===== src/rtl/demux1to3_16b.sv =====
// demux1to3_16b: steers one WIDTH-bit word to one of three registered slots
// (b, c, d) selected by {in1,in0}. Select 00 discards the word.
// Each slot holds one word behind a valid/ready handshake and can be drained
// and refilled on the same edge, so a busy slot never shows a bubble.
// Optional feature: define DROP_CNT_EN to add the saturating drop_cnt output.

// One-entry holding register for a single destination slot.
module demux1to3_16b_slot #(
  parameter int WIDTH = 16
) (
  input  logic             clkpos,
  input  logic             rstn,
  input  logic             fill,
  input  logic [WIDTH-1:0] din,
  input  logic             rdy,
  output logic [WIDTH-1:0] q,
  output logic             vld
);

  // A fill wins over a drain, which keeps valid high with the new word.
  // The data register is only written on a fill, so it keeps its last word after a drain.
  always_ff @(posedge clkpos or negedge rstn) begin
    if (!rstn) begin
      q   <= '0;
      vld <= 1'b0;
    end else if (fill) begin
      q   <= din;
      vld <= 1'b1;
    end else if (vld && rdy) begin
      vld <= 1'b0;
    end
  end

endmodule

module demux1to3_16b #(
  parameter int WIDTH = 16,
  parameter int CNT_W = 8
) (
`ifdef DROP_CNT_EN
  output logic [CNT_W-1:0] drop_cnt,
`endif
  input  logic             clkpos,
  input  logic             rstn,
  input  logic [WIDTH-1:0] in_data,
  input  logic             in0,
  input  logic             in1,
  input  logic             in_valid,
  output logic             in_ready,
  output logic [WIDTH-1:0] b,
  output logic             b_valid,
  input  logic             b_ready,
  output logic [WIDTH-1:0] c,
  output logic             c_valid,
  input  logic             c_ready,
  output logic [WIDTH-1:0] d,
  output logic             d_valid,
  input  logic             d_ready
);

  localparam int NS = 3;

  logic [1:0]                sel;
  logic                      accept;
  logic [NS-1:0]             slot_vld;
  logic [NS-1:0]             slot_rdy;
  logic [NS-1:0]             slot_fill;
  logic [NS-1:0][WIDTH-1:0]  slot_q;

  assign sel      = {in1, in0};
  assign slot_rdy = {d_ready, c_ready, b_ready};
  assign accept   = in_valid & in_ready;

  // Only the selected slot can stall the input; the discard leg always accepts.
  always_comb begin
    in_ready = 1'b1;
    if (sel != 2'b00) in_ready = ~slot_vld[sel - 2'd1] | slot_rdy[sel - 2'd1];
  end

  // Slot i takes select code i+1.
  for (genvar i = 0; i < NS; i++) begin : g_slot
    assign slot_fill[i] = accept & (sel == 2'(i + 1));
    demux1to3_16b_slot #(.WIDTH(WIDTH)) u_slot (
      .clkpos (clkpos),
      .rstn   (rstn),
      .fill   (slot_fill[i]),
      .din    (in_data),
      .rdy    (slot_rdy[i]),
      .q      (slot_q[i]),
      .vld    (slot_vld[i])
    );
  end

  assign b       = slot_q[0];
  assign c       = slot_q[1];
  assign d       = slot_q[2];
  assign b_valid = slot_vld[0];
  assign c_valid = slot_vld[1];
  assign d_valid = slot_vld[2];

`ifdef DROP_CNT_EN
  // Count accepted discards, sticking at all-ones rather than wrapping.
  always_ff @(posedge clkpos or negedge rstn) begin
    if (!rstn)                                      drop_cnt <= '0;
    else if (accept && sel == 2'b00 && drop_cnt != '1) drop_cnt <= drop_cnt + 1'b1;
  end
`endif

endmodule


===== config.mk =====
export PLATFORM = sky130hd
export DESIGN_NAME = demux1to3_16b
export DESIGN_NICKNAME = d
export VERILOG_FILES = /design/src/rtl/demux1to3_16b.sv
export SDC_FILE = /design/constraint.sdc
export NUM_CORES = 1
export LEC_CHECK = 0
export CORE_ASPECT_RATIO = 1.25
export CORE_UTILIZATION = 48
export DETAILED_ROUTE_END_ITERATION = 7
export PLACE_DENSITY = 0.8
export SYNTH_ARGS = -nofsm -noshare
export SYNTH_HDL_FRONTEND = slang
export SYNTH_HIERARCHICAL = 1
export SYNTH_SLANG_ARGS = --single-unit

===== constraint.sdc =====
create_clock -name clkpos -period 4 [get_ports clkpos]
set_input_delay 1.2 -clock clkpos [delete_from_list [all_inputs] [get_ports clkpos]]
set_output_delay 1.2 -clock clkpos [all_outputs]
set_load 0.01 [all_outputs]

==> run_results.csv <==
group,metric,value,unit
status,outcome,"finished clean",
job,drv_cap,0,
clock_tree,ctsHoldBuffers,0,
drt,firstDrtPassIters,3,
clock_tree,cts_setup_buffers,0,
finish,diodes,0,
yosys,syn_inst,130,
yosys,syn_area,0.00219,sq mm
global_routing,grt_pass1_vias,1544,
placed_design,hpwl,3320,um
clock_tree,clk_latency,310,ps
global_routing,grt_max_degree,52,
drt,ant_nets,0,
global_routing,antenna_found_initial,0,
clock_tree,cts.path.max_buffers,2,
clock_tree,clkSinkCount,51,
worst_setup_path,crit_start,"in1",
floorplanning,die_height,77.5,um
drt,post-route-drc-count,0,
power,total_leakage_power,1.37,nW
global_routing,grt_usage,20.6,%
clock_tree,cts_buffers,5,
clock_tree,clk_pin_slew,90,ps
global_routing,grt_remaining_overflow,0,
yosys,yosysUniqueCellTypes,15,
worst_setup_path,crit_path_end_kind,"output port",
drt,drt-initial-drc-count,50,
sta,setup_tns,0,ps
power,pwr_density_cell,487,mW/mm^2
worst_setup_path,regToRegEndpoint,"g_slot[2].u_slot/q[2]",
power,vdd_drop_max,0.296,mV
finish,multi_input_area,815,sq um
power,finalPower,1.51,mW
placed_design,placedCellCount,267,
drt,num_vias,1393,
sta,hold_violations,0,
sta,rsz0062_at_grt,"no",
floorplanning,initial_core_util,49.8,%
finish,drive_gt1_share,34.6,%
worst_setup_path,ff2ff_setup_slack,2190,ps
drt,vias_per_cell,5.07,
yosys,yosysWarnings,6,
worst_setup_path,path_class,"primary input to output port",
yosys,yosys-top-cells-area,"dfrtp_1 58%, mux2_4 19%, mux2_2 11%, buf_12 2.7%, ha_1 2.3%",
sta,slew_headroom,27.9,%
floorplanning,coreArea,0.00439,sq mm
finish,fillers,329,
finish,final_cell_area,0.00310,sq mm
finish,ff_latch_area,0.00128,sq mm
finish,final_common_cell,"clkdlybuf4s50_1",
drt,drt-total-wl,4610,um
yosys,yosysTopAreaCell,"dfrtp_1",
finish,final_cell_mix,"73 x clkdlybuf4s50_1, 51 x dfrtp_1, 27 x mux2_4",
hold_path,hold_path_end,"g_slot[0].u_slot/q[3]",
sta,fin_crit_sh,97.1,%
finish,finish.utilization,70.6,%
sta,finalSetupViolations,0,
global_routing,grt_pass1_wl,7560,um
clock_tree,cts_tree,"done",
hold_path,min_path_type,"flip-flop to flip-flop",
yosys,synth_top_area_share,58.3,%
sta,worstMarginPinSlew,1080,ps
sta,fmax,257,MHz
hold_path,min_from,"g_slot[0].u_slot/q[3]",
worst_setup_path,reg2regPathDepth,6,
yosys,yosysSeqAreaShare,58.3,%
sta,drv_slew,0,
worst_setup_path,critPathArrivalTime,2680,ps
yosys,synth.avg_cell_area,16.8,sq um
sta,clock_skew,9.39,ps
sta,period_minus_slack,3880,ps
floorplanning,die_w,62.4,um
yosys,synth.ff_latch_count,51,
clock_tree,cts-root-buf,"clkbuf_8",
clock_tree,cts_max_level,2,
placed_design,dpl_cell_area,0.00301,sq mm
finish,area_growth,41.7,%
hold_path,whs_path_depth,1,
floorplanning,ios,76,
worst_setup_path,startpoint_type,"primary input",
drt,avgRoutedWirePerCell,16.7,um
worst_setup_path,critPathMaxFanout,2,
finish,finalNonFillerCells,275,
placed_design,gp_congestion,0.789,
worst_setup_path,worst_ep_required_time,2800,ps
yosys,synthesis.nets,158,
worst_setup_path,worstReg2RegStart,"g_slot[0].u_slot/vld",
finish,nNetsFinal,244,
floorplanning,placement_rows,27,
placed_design,io_buffers,75,
floorplanning,dieArea,0.00483,sq mm
[cell families (layout without fill, tap and decap cells)]
group | count (synthesis) | after routing | share of synthesized area, %
compound gates | 9 | 9 | 3.20
simple gates | 6 | 6 | 1.54
mux | 48 | 48 | 29.3
flops | 51 | 51 | 58.3
buf+inv | 12 | 99 | 5.32
fa+ha+maj | 4 | 4 | 2.29
[registers in the layout (all words and copies together) (netlist names)]
register / count
g_slot.u_slot/q: 48
g_slot.u_slot/vld: 3
[repair_timing]
item / in CTS / in global routing
gates resized for setup: 1 / 0
setup endpoints to repair: 1 / 0
endpoints found under the hold margin: 0 / 0
[cell type report]
cell class,count,share of cell area (%)
sequential,51,41.2
timing repair buffer,85,26.4
multi-input combinational,67,26.3
tap,58,2.34
clock buffer,5,2.22
clock inverter,3,0.847
inverter,6,0.726
[metrics by stage]
stage | hold slack (ps) | setup WS, ps
detailed placement | 497 | -117
global route | 539 | 4.56
finish | 512 | 116
CTS | 518 | 110
global placement | 489 | -7.24
floorplan | 548 | 884
[cell usage after synthesis]
master	n
nand2b_4	1
buf_6	3
a21o_2	3
mux2_4	27
dfrtp_1	51
mux2_2	21
inv_1	6
ha_1	4
nand2_1	4
nand3_1	1
a31oi_2	1
a31oi_1	3
buf_12	3
o21bai_1	1
o21ai_1	1
[how the worst max path moves through the flow]
stage,end,slack [ps],depth (start not counted)
after global routing,in_ready,5,6
after floorplan,in_ready,880,4
after detailed placement,in_ready,-120,6
after global placement,in_ready,-7,6
final,in_ready,120,6
after CTS,in_ready,110,6
[power by group]
group          internal (mW)  leakage, nW  switching (mW)
Combinational          0.341        0.715           0.175
Sequential             0.628        0.610          0.0672
Clock                  0.129       0.0491           0.171
[routing by layer]
layer  track usage, %  vias to the layer above  wire length (um)
met5                0                        -                 0
met4             7.44                        0                61
met3             6.03                        9               270
met2             38.0                       59              2450
met1             22.1                      703              1830
li1                 -                      622                 -
[worst max-delay path, cell delays in order]
cell and delay [ps]:
clkdlybuf4s50_1 490, inv_1 70, ha_1 290, a31oi_2 220, nand3_1 100, dlygate4sd2_1 300
No activity file was read; power rests on OpenSTA's default activity.
